## src/rtl/bus_endpoint_pkg.sv

```systemverilog
// Shared definitions for bus endpoint devices.
// Used by the endpoint, its FIFOs and the device benches.
package bus_endpoint_pkg;
   localparam int CNT_W    = 16;
   localparam int BITS_DEF = 32;
   localparam int ID_W_DEF = 8;

   localparam logic [ID_W_DEF-1:0] BROADCAST_DEF = 8'hFF;

   function automatic logic [ID_W_DEF-1:0] dest_of(
      input logic [BITS_DEF-1:0] word
   );
      return word[BITS_DEF-1 -: ID_W_DEF];
   endfunction
endpackage

```

## src/rtl/endpoint_fifo.sv

```systemverilog
// First-word-fall-through FIFO with separate occupancy count.
// Writes when full and reads when empty are ignored internally.
module endpoint_fifo #(
   parameter  int BITS  = 32,
   parameter  int DEPTH = 8,
   localparam int AW    = $clog2(DEPTH),
   localparam int LW    = AW + 1
) (
   input  logic            clk,
   input  logic            rst_n,
   input  logic            wr_en,
   input  logic [BITS-1:0] wr_data,
   input  logic            rd_en,
   output logic [BITS-1:0] rd_data,
   output logic            full,
   output logic            empty,
   output logic [LW-1:0]   level
);
   logic [BITS-1:0] mem [DEPTH];
   logic [AW-1:0]   wptr;
   logic [AW-1:0]   rptr;
   logic [LW-1:0]   cnt;
   logic            do_wr;
   logic            do_rd;

   assign full    = (cnt == LW'(DEPTH));
   assign empty   = (cnt == '0);
   assign level   = cnt;
   assign rd_data = mem[rptr];

   // fullness is taken before any same-cycle read: no bypass
   assign do_wr = wr_en && !full;
   assign do_rd = rd_en && !empty;

   always_ff @(posedge clk or negedge rst_n) begin
      if (!rst_n) begin
         for (int i = 0; i < DEPTH; i++) begin
            mem[i] <= '0;
         end
         wptr <= '0;
         rptr <= '0;
         cnt  <= '0;
      end else begin
         if (do_wr) begin
            mem[wptr] <= wr_data;
            wptr      <= wptr + 1'b1;
         end
         if (do_rd) begin
            rptr <= rptr + 1'b1;
         end
         if (do_wr && !do_rd) begin
            cnt <= cnt + 1'b1;
         end else if (do_rd && !do_wr) begin
            cnt <= cnt - 1'b1;
         end
      end
   end
endmodule

```

## src/rtl/bus_endpoint.sv

```systemverilog
// Device-side bus endpoint: TX/RX FIFOs, destination filter
// and saturating drop counters.
module bus_endpoint
   import bus_endpoint_pkg::*;
#(
   parameter  int              BITS      = 32,
   parameter  int              ID_W      = 8,
   parameter  int              DEPTH     = 8,
   parameter  logic [ID_W-1:0] MY_ID     = '0,
   parameter  logic [ID_W-1:0] BROADCAST = ID_W'(BROADCAST_DEF),
   localparam int              LW        = $clog2(DEPTH) + 1
) (
   input  logic             clk,
   input  logic             reset,
   input  logic             tx_valid,
   input  logic [BITS-1:0]  tx_data,
   output logic             tx_ready,
   output logic             pndng,
   output logic [BITS-1:0]  D_pop,
   input  logic             pop,
   input  logic             push,
   input  logic [BITS-1:0]  D_push,
   output logic             rx_valid,
   output logic [BITS-1:0]  rx_data,
   input  logic             rx_ready,
   output logic [LW-1:0]    tx_level,
   output logic [LW-1:0]    rx_level,
   output logic [CNT_W-1:0] drop_addr_cnt,
   output logic [CNT_W-1:0] drop_full_cnt
);
   logic            tx_full;
   logic            tx_empty;
   logic            rx_full;
   logic            rx_empty;
   logic [ID_W-1:0] dest;
   logic            hit;

   assign dest     = D_push[BITS-1 -: ID_W];
   assign hit      = (dest == MY_ID) || (dest == BROADCAST);
   assign tx_ready = !tx_full;
   assign pndng    = !tx_empty;
   assign rx_valid = !rx_empty;

   endpoint_fifo #(.BITS(BITS), .DEPTH(DEPTH)) u_tx (
      .clk     (clk),
      .rst_n   (reset),
      .wr_en   (tx_valid),
      .wr_data (tx_data),
      .rd_en   (pop),
      .rd_data (D_pop),
      .full    (tx_full),
      .empty   (tx_empty),
      .level   (tx_level)
   );

   endpoint_fifo #(.BITS(BITS), .DEPTH(DEPTH)) u_rx (
      .clk     (clk),
      .rst_n   (reset),
      .wr_en   (push && hit),
      .wr_data (D_push),
      .rd_en   (rx_ready),
      .rd_data (rx_data),
      .full    (rx_full),
      .empty   (rx_empty),
      .level   (rx_level)
   );

   always_ff @(posedge clk or negedge reset) begin
      if (!reset) begin
         drop_addr_cnt <= '0;
         drop_full_cnt <= '0;
      end else if (push) begin
         if (!hit) begin
            if (drop_addr_cnt != '1) begin
               drop_addr_cnt <= drop_addr_cnt + 1'b1;
            end
         end else if (rx_full) begin
            if (drop_full_cnt != '1) begin
               drop_full_cnt <= drop_full_cnt + 1'b1;
            end
         end
      end
   end
endmodule

```

## config.mk

```make
export PLATFORM = sky130hd
export DESIGN_NAME = bus_endpoint
export DESIGN_NICKNAME = d
export VERILOG_FILES = /design/src/rtl/bus_endpoint_pkg.sv /design/src/rtl/endpoint_fifo.sv /design/src/rtl/bus_endpoint.sv
export SDC_FILE = /design/constraint.sdc
export NUM_CORES = 1
export LEC_CHECK = 0
export ABC_CLOCK_PERIOD_IN_PS = 2800
export CAP_MARGIN = 20
export CELL_PAD_IN_SITES_DETAIL_PLACEMENT = 1
export CELL_PAD_IN_SITES_GLOBAL_PLACEMENT = 2
export CORE_AREA = 4 4 257 259
export CTS_BUF_LIST = sky130_fd_sc_hd__clkbuf_2
export CTS_CLUSTER_SIZE = 20
export DETAILED_ROUTE_END_ITERATION = 10
export DIE_AREA = 0 0 261 263
export GPL_TIMING_DRIVEN = 0
export PLACE_DENSITY = 0.85
export SLEW_MARGIN = 40
export SYNTH_ARGS = -nofsm -noshare
export SYNTH_HDL_FRONTEND = slang
export SYNTH_HIERARCHICAL = 1
export SYNTH_SLANG_ARGS = --single-unit
```

## constraint.sdc

```tcl
create_clock -name clk -period 2.8 [get_ports clk]
set_input_delay 0.56 -clock clk [delete_from_list [all_inputs] [get_ports clk]]
set_output_delay 0.56 -clock clk [all_outputs]
set_load 0.05 [all_outputs]
```

== Word level (Yosys, flattened, before mapping) ==
Index checks and enable logic that the tools add are counted.

* Bits in registers: 564
* Logic and storage cells: 93

* $add $sub $neg: 10
* $lt $le $gt $ge: 6
* Eq/ne operators: 5
* Mux-type cells: 16
* Bitwise logic cells: 5
* Reductions and logical operators: 27

{| class="wikitable"
|+ Operator list
! operator !! count
|-
| 256-bit bitwise mux || 2
|-
| 32-bit binary-select mux with 3-bit select || 2
|-
| 32-bit demux with 3-bit select || 2
|-
| 32-bit two-way mux || 6
|-
| 16-bit by 1-bit adder with 16-bit output, second input constant || 2
|-
| 16-bit != test, second input constant || 2
|-
| 4-bit >= comparator, second input constant || 4
|-
| 4-bit two-way mux || 4
|-
| 3-bit NOT with 4-bit output || 4
|-
| 3-bit by 1-bit adder with 3-bit output, second input constant || 4
|-
| 1-bit logical AND || 11
|-
| 4-bit by 1-bit adder with 4-bit output, second input constant || 2
|-
| 4-bit equality test, second input constant || 2
|-
| 8-bit equality test, second input constant || 1
|-
| 1-bit logical NOT || 8
|-
| 4-bit logical NOT || 2
|-
| 8-bit logical NOT || 1
|-
| 4-bit by 1-bit < comparator with 1-bit output, second input constant || 2
|-
| 4-bit by 1-bit subtractor with 4-bit output, second input constant || 2
|-
| 4-bit AND reduction || 1
|-
| 2-bit nonzero test || 2
|-
| 3-bit AND reduction || 1
|-
| 1-bit logical OR || 1
|-
| 1-bit NOT || 1
|}

== Longest topological paths before layout ==
Gate-level depths: netlist of run 1.

* Depth in word-level cells: 8
* Gate-level depth with buffers: 10
* Depth with buffers taken out: 10

== Modules after synthesis ==
The synthesis of run 1 kept the hierarchy.

{| class="wikitable"
|+ By module, submodules not included
! module !! instances !! cells an instance !! area an instance (µm²) !! seq. area each (µm²)
|-
| endpoint_fifo (u_tx) || 1 || 716 || 12615.8 || 6656.4
|-
| endpoint_fifo (u_rx) || 1 || 716 || 12381.9 || 6656.4
|-
| bus_endpoint || 1 || 155 || 1637.8 || 800.8
|}

== Worst setup path before layout of run 1 ==
No wires, ideal clock.

* Path kind: input to register
* From: in D_push[28]
* To: reg u_rx.cnt[3] (netlist: u_rx/level[3])
* Arrival: 2896 ps
* Slack: -227 ps
* Stages on the path: 10
* Path buffers: 0
* Cells stage by stage: or4_4 -> nor2_4 -> o21a_1 -> and2_1 -> ha_1 -> inv_1 -> ha_1 -> or4_1 -> o211ai_1 -> o211ai_1

* Cells in the longest elaborated chain, start to end: 7
* Elaborated cells on any way between the ends: 10
* Classes of those cells: 1 x eq/ne; 1 x mux; 8 x reduce/logical

{| class="wikitable"
|+ RTL lines
! what !! line !! RTL
|-
| start: declaration || bus_endpoint.sv:22 || <nowiki>input logic [BITS-1:0] D_push,</nowiki>
|-
| 8-bit equality test / 8-bit logical NOT (equally long branches) || bus_endpoint.sv:39 || <nowiki>assign hit = (dest == MY_ID) || (dest == BROADCAST);</nowiki>
|-
| 1-bit logical OR (*) || bus_endpoint.sv:39 ||
|-
| 1-bit logical AND (*) || bus_endpoint.sv:59 || <nowiki>.wr_en (push && hit),</nowiki>
|-
| 1-bit logical AND (*) || endpoint_fifo.sv:32 || <nowiki>assign do_wr = wr_en && !full;</nowiki>
|-
| via u_rx.do_wr || endpoint_fifo.sv:23 || <nowiki>logic do_wr;</nowiki>
|-
| 1-bit logical NOT || endpoint_fifo.sv:53 || <nowiki>end else if (do_rd && !do_wr) begin</nowiki>
|-
| 1-bit logical AND || endpoint_fifo.sv:53 ||
|-
| 2-bit nonzero test (no source line) || -- ||
|-
| end signal: assignment || endpoint_fifo.sv:52 || <nowiki>cnt <= cnt + 1'b1;</nowiki>
|-
| end signal: assignment || endpoint_fifo.sv:54 || <nowiki>cnt <= cnt - 1'b1;</nowiki>
|-
| end: declaration || endpoint_fifo.sv:22 || <nowiki>logic [LW-1:0] cnt;</nowiki>
|}

Mark *: on every way through the listed nets, which the timed path passes. The rest lies on a longest branch.
A chain may end at the register's enable or synchronous reset.

== Worst setup path in the final report of run 1 ==
* From: reg u_tx.rptr[0]
* To: out D_pop[2]

* Cells in the longest elaborated chain, start to end: 4

{| class="wikitable"
|+ RTL lines
! what !! line !! RTL
|-
| start: declaration || endpoint_fifo.sv:21 || <nowiki>logic [AW-1:0] rptr;</nowiki>
|-
| start signal: assignment || endpoint_fifo.sv:49 || <nowiki>rptr <= rptr + 1'b1;</nowiki>
|-
| 3-bit NOT with 4-bit output (not written as such) || endpoint_fifo.sv:29 || <nowiki>assign rd_data = mem[rptr];</nowiki>
|-
| 32-bit binary-select mux with 3-bit select || endpoint_fifo.sv:29 ||
|-
| 32-bit two-way mux (not written as such) (2 in series) || endpoint_fifo.sv:29 ||
|-
| end: declaration || bus_endpoint.sv:19 || <nowiki>output logic [BITS-1:0] D_pop,</nowiki>
|}

No other way between the ends. The select of a mux whose other input is x is not followed.

==> results of run 1 <==
-- sequential cells by signal, summed over array words and instances, names as in the netlist --
signal         count
drop_addr_cnt     16
u_tx/rptr          3
u_rx/wptr          3
u_tx/wptr          3
u_tx/mem         256
drop_full_cnt     16
u_rx/rptr          3
u_rx/mem         256
u_rx/level         4
u_tx/level         4
-- how the worst max path moves through the flow --
stage	to	slack [ps]	cells after the start
CTS	D_pop[15]	-980	5
global route	D_pop[2]	-1030	5
global placement	u_tx/level[0]	-26780	1
finish	D_pop[2]	-760	5
floorplan	u_rx/level[3]	6	7
detailed placement	u_rx/mem[40]	-1220	8
-- cells in the final DEF, fill, tap and decap left out, types with 20 or more instances in the layout --
cell type and count:
dlygate4sd3_1 47, mux2_4 232, nand2_1 20, clkdlybuf4s50_1 68, buf_4 36, mux4_2 128, mux2_2 345, xnor2_1 26
dfrtp_1 553, clkbuf_2 224, clkinv_1 36, nand3_1 22, buf_8 26, buf_2 28, buf_6 81
-- power breakdown --
group	switching [W]	leakage, nW	internal [W]
clock network	0.00359	1.02	0.00222
logic	0.00760	7.14	0.00833
registers	0.00133	7.31	0.0103
-- what timing repair did --
action / CTS / global route
cloned: 4 / 8
hold buffers: 48 / 0
gates resized for setup: 784 / 73
endpoints found under the setup margin: 108 / 75
setup buffers: 19 / 16
hold endpoints to repair: 586 / 0
pin swaps: 1 / 6
-- final cells by class --
cell class	count	area, sq um	area share
Antenna cell	4	10.01	0.0003043
Buffer	96	1082	0.03290
Multi-Input combinational cell	913	12040	0.3660
Clock buffer	218	1091	0.03316
Sequential cell	564	14130	0.4295
Inverter	12	60.06	0.001826
Clock inverter	53	280.3	0.008519
Timing Repair Buffer	273	3134	0.09527
Tap cell	855	1070	0.03252
-- routing by layer --
layer  vias up  track usage
met2       312       0.3333
met1      8571       0.2643
met4         6      0.05758
met3        89      0.04983
met5         -            0
li1       6912            -
-- cells by family (layout without fill, tap and decap cells) --
kind of cell | Yosys count | after routing | share of synthesized area
mux | 717 | 717 | 0.3831
flops | 564 | 564 | 0.5299
simple gates | 126 | 126 | 0.03208
buf+inv | 110 | 652 | 0.03011
xor+xnor | 39 | 39 | 0.01282
compound gates | 17 | 17 | 0.004886
fa+ha+maj | 14 | 14 | 0.007140
other cells | 0 | 4 | 0
-- metrics by stage --
step	hold WS (ps)	total power, W	util	cells	instance area [sq um]
detailed placement	476.8	0.02530	0.4659	2626	29760
floorplan	264.4	0.02122	-	1587	26700
finish	236.2	0.03335	0.5150	2988	32900
global route	24.55	0.03523	0.5149	2987	32900
CTS	3.463	0.03292	0.5074	2966	32410
global placement	468.0	0.02480	0.4622	2618	29530
==> impl_metrics.ini, run 1 <==
[logic_synthesis]
synth_cells = 1587
async_flop_share = 1.000
synth.net_count = 1671
synth_common_cells = 564 x dfrtp_1, 393 x mux2_2, 184 x mux2_4
ys_types = 56
synth_top_cell_area_share = 0.5299
synth_ff_type = dfrtp_1
synth_edf_count = 0
yosysTopAreaCell = dfrtp_1
synth_most_common_cell = dfrtp_1
ys_warn_count = 6
ys_ff_latch = 564
synth_area_leaders = dfrtp_1 53%, mux2_2 17%, mux4_2 11%, mux2_4 10%, buf_6 1.3%
syn_avg_cell_area_sq_um = 16.78
ys_seq_area_frac = 0.5299
synthesis.area_sq_mm = 0.02664

[critical_path]
regToRegSetupSlack_ps = 80
cp.arrival_ps = 3000
r2r_end = u_tx/level[3]
crit_type = flip-flop to primary output
cpMostUsedCell = buf_12
end_kind = primary output
critPathMaxStageDelay_ps = 520
rr_startpoint = u_tx/level[0]
cp_max_fo = 10
crit_slowest_cell = mux4_2
crit_chain = buf_12, buf_12, mux4_2, mux2_4, buf_8
cpLargestDelayFamily = multiplexers
crit_buf_inv = 3
reg2reg_depth = 10
cp-start-kind = flip-flop
critPathLaunch = u_tx/rptr[0]
required_ps = 2240

[cts]
cts.clk_slew.worst_paths_ps = 100
cts_buffer_depth = 3
numCtsBuffers = 154
root_buffer = clkbuf_2
htreeDepth = 4
clock-sinks = 564
cts_tree = built
insertion_delay_ps = 1250

[route]
drt_iter0_drc = 647
routed.top_layer = met5
dr_total_vias = 15890
drt-met1-wl_microns = 29800
routed-wl-met2_microns = 35580
drc = 0
ant_nets = 0
routedWlPerCell_microns = 23.15
dr_wl_met3_microns = 2778
vias_per_cell = 5.318
drt_wl_total_microns = 69170
dr.pass1.iters = 4

[timing]
clock_skew_ps = 80.96
final-setup-viol-count = 81
finalHoldViolations = 0
setup_ws_ps = -759.9
drv_slew = 0
period_needed_ps = 3560
worst_slew_pin_slew_ps = 849.8
rsz0062_at_grt = yes
period_share = 1.271
slew_headroom = 0.4291
timing.fmax_ghz = 0.2809
fin_tns_setup_ps = -46750

[power_and_ir_drop]
p_per_area_mw_per_mm2 = 1014
ir_drop_mv = 1.070
power_leakage_nw = 15.47

[global_routing]
grt_max_degree = 79
grt_util_all_layers = 0.2012
overflow = 0
grt_pass1_wl_microns = 107800
grt_pass1_vias = 18363
antenna_found_initial = 6

[die]
die-area_sq_mm = 0.06864
io_pins = 177
initial_utilization = 0.4169
chipWidth_microns = 261
core_sq_mm = 0.06388
num_rows = 93
die_y_microns = 263

[min_path]
min_path_type = input pin to flip-flop
min_from = tx_data[1]
hold_path_depth = 2
min_delay_worst_endpoint = u_tx/mem[161]

[cells_and_area]
fillerInstances = 6073
area_delta_synth_final_pct = 23.51
drive_gt1_frac = 0.5820
nNetsFinal = 2098

[placed_design]
preCtsSetupSlack_ps = -1224
hpwl_microns = 42340
place_congestion = 0.7686
port-buffer-count = 176

[flow_run]
drv_cap = 0

[run_status]
violations = setup timing
status = finished with violations
(Power assumes the default switching activity.)
==> run 2: changes to the inputs <==
--- a/config.mk
+++ b/config.mk
@@ -15,6 +15,7 @@
 export DETAILED_ROUTE_END_ITERATION = 10
 export DIE_AREA = 0 0 261 263
 export GPL_TIMING_DRIVEN = 0
+export MAX_ROUTING_LAYER = met4
 export PLACE_DENSITY = 0.85
 export SLEW_MARGIN = 40
 export SYNTH_ARGS = -nofsm -noshare
==> run 2 against run 1 <==
  * The run still ends with setup timing left
  * Die area did not move
  * Flip-flop and latch count unchanged
  * Count of clock-buffer cells in the layout stayed put
  * Utilization about the same
  * Sequential power about the same
  * Fmax about the same
  * Non-clock buffer count unchanged
  * Worst setup slack worse by 2.3 ps
  * Global-route usage grew 0.60 points
  * Critical endpoint unchanged
  * Highest routed layer is now met4
==> impl_metrics.ini, run 2 (synthesized netlist as in run 1, its figures left out) <==
[run_status]
status = finished with violations
violations = setup timing

[timing]
timing.fmax_ghz = 0.2807
clock_skew_ps = 83.51
period_needed_ps = 3562
rsz0062_at_grt = yes
slew_headroom = 0.3971
finalHoldViolations = 0
worst_slew_pin_slew_ps = 897.5
drv_slew = 0
setup_ws_ps = -762.2
period_share = 1.272
final-setup-viol-count = 93
timing.hold.ws_ps = 242.6

[critical_path]
required_ps = 2240
cp.arrival_ps = 3000
crit_type = flip-flop to primary output
end_kind = primary output
cp_max_fo = 10
regToRegSetupSlack_ps = 80
r2r_end = u_tx/level[3]
reg2reg_depth = 10
cp-start-kind = flip-flop
rr_startpoint = u_tx/level[0]

[die]
core_sq_mm = 0.06388
die_y_microns = 263
initial_utilization = 0.4169
die-area_sq_mm = 0.06864
chipWidth_microns = 261
num_rows = 93
io_pins = 177

[cts]
cts_buffer_depth = 3
root_buffer = clkbuf_2
cts_tree = built
clock-sinks = 564
insertion_delay_ps = 1230
htreeDepth = 4
numCtsBuffers = 154
cts.clk_slew.worst_paths_ps = 110

[route]
drt_wl_total_microns = 69240
routedWlPerCell_microns = 23.14
drc = 0
dr.pass1.iters = 4
drt_iter0_drc = 671
vias_per_cell = 5.329
dr_total_vias = 15945
ant_nets = 0

[global_routing]
overflow = 0
antenna_found_initial = 6
grt_pass1_wl_microns = 107900
grt_max_degree = 79
grt_pass1_vias = 18372
grt_util_all_layers = 0.2072

[cells_and_area]
top_regs = u_rx/mem: 256 flops, u_tx/mem: 256 flops
final_util = 0.5151
final_common_cell = dfrtp_1
area_delta_synth_final_pct = 23.53
final_cell_mix = 553 x dfrtp_1, 345 x mux2_2, 232 x mux2_4, 224 x clkbuf_2, 128 x mux4_2
nNetsFinal = 2098
drive_gt1_frac = 0.5820
fin_area_sq_mm = 0.03290
stdcell_count = 2992

[power_and_ir_drop]
ir_drop_mv = 1.068
p_per_area_mw_per_mm2 = 1013
power_leakage_nw = 15.47

[flow_run]
drv_cap = 0

[placed_design]
placed_area_sq_mm = 0.02976
port-buffer-count = 176
dp.cells = 2626
place_congestion = 0.7789
hpwl_microns = 42340
preCtsSetupSlack_ps = -1224

[min_path]
min_delay_worst_endpoint = u_rx/mem[245]
min_from = D_push[21]
hold_path_depth = 2
min_path_type = input pin to flip-flop
run 2: cell types whose count changed in the layout (fill, tap and decap cells not counted):
cell | before | now
buf_6 | 81 | 82
buf_8 | 26 | 25
clkdlybuf4s18_2 | 0 | 1
diode_2 | 4 | 8
clkdlybuf4s15_2 | 18 | 17
run 2: final cells by class:
type / instances / area [sq um]
well taps: 855 / 1070
multi-input cells: 913 / 12040
repair buffers: 273 / 3129
clock inverters: 53 / 280.3
inverters: 12 / 60.06
diodes: 8 / 20.02
plain buffers: 96 / 1082
fillers: 6080 / 30980
flip-flops and latches: 564 / 14130
clock buffers: 218 / 1091
run 2: layer usage:
metal	part of all wire	GRT usage	vias up
met3	0.042	0.04906	82
met1	0.43	0.2646	8608
met5	0	-	-
met4	0.014	0.05729	0
li1	-	-	6922
met2	0.51	0.3337	333
run 2: worst max-delay path, cell delays in order (launching register included):
cell,delay [ps]
dfrtp_2,430
buf_12,200
buf_12,180
mux4_2,520
mux2_4,300
buf_8,160
run 2: per-stage QoR:
step	setup TNS (ps)	total power (W)
global placement	-	0.02480
global route	-64700	0.03521
detailed placement	-293730	0.02530
CTS	-60020	0.03292
finish	-47230	0.03333
floorplan	0	0.02122
run 2: how the worst max path moves through the flow:
stage             startpoint             to
5_1_grt         u_tx/rptr[0]       D_pop[2]
3_5_place_dp      D_push[29]   u_rx/mem[40]
3_3_place_gp           reset  u_tx/level[0]
4_1_cts         u_tx/rptr[0]      D_pop[15]
6_report        u_tx/rptr[0]       D_pop[2]
2_1_floorplan  u_rx/level[2]  u_rx/level[3]
run 2: where the power goes:
part           total (W)  switching [W]  internal, W
logic             0.0159        0.00759      0.00832
clock network    0.00581        0.00359      0.00222
registers         0.0116        0.00133       0.0103
run 2: what timing repair did:
item | 4_1_cts | 5_1_grt
resized for setup | 784 | 73
cloned | 4 | 8
setup endpoints to repair | 108 | 76
pin swaps | 1 | 6
hold buffers | 48 | 0
endpoints found under the hold margin | 586 | 0
setup buffers | 19 | 16
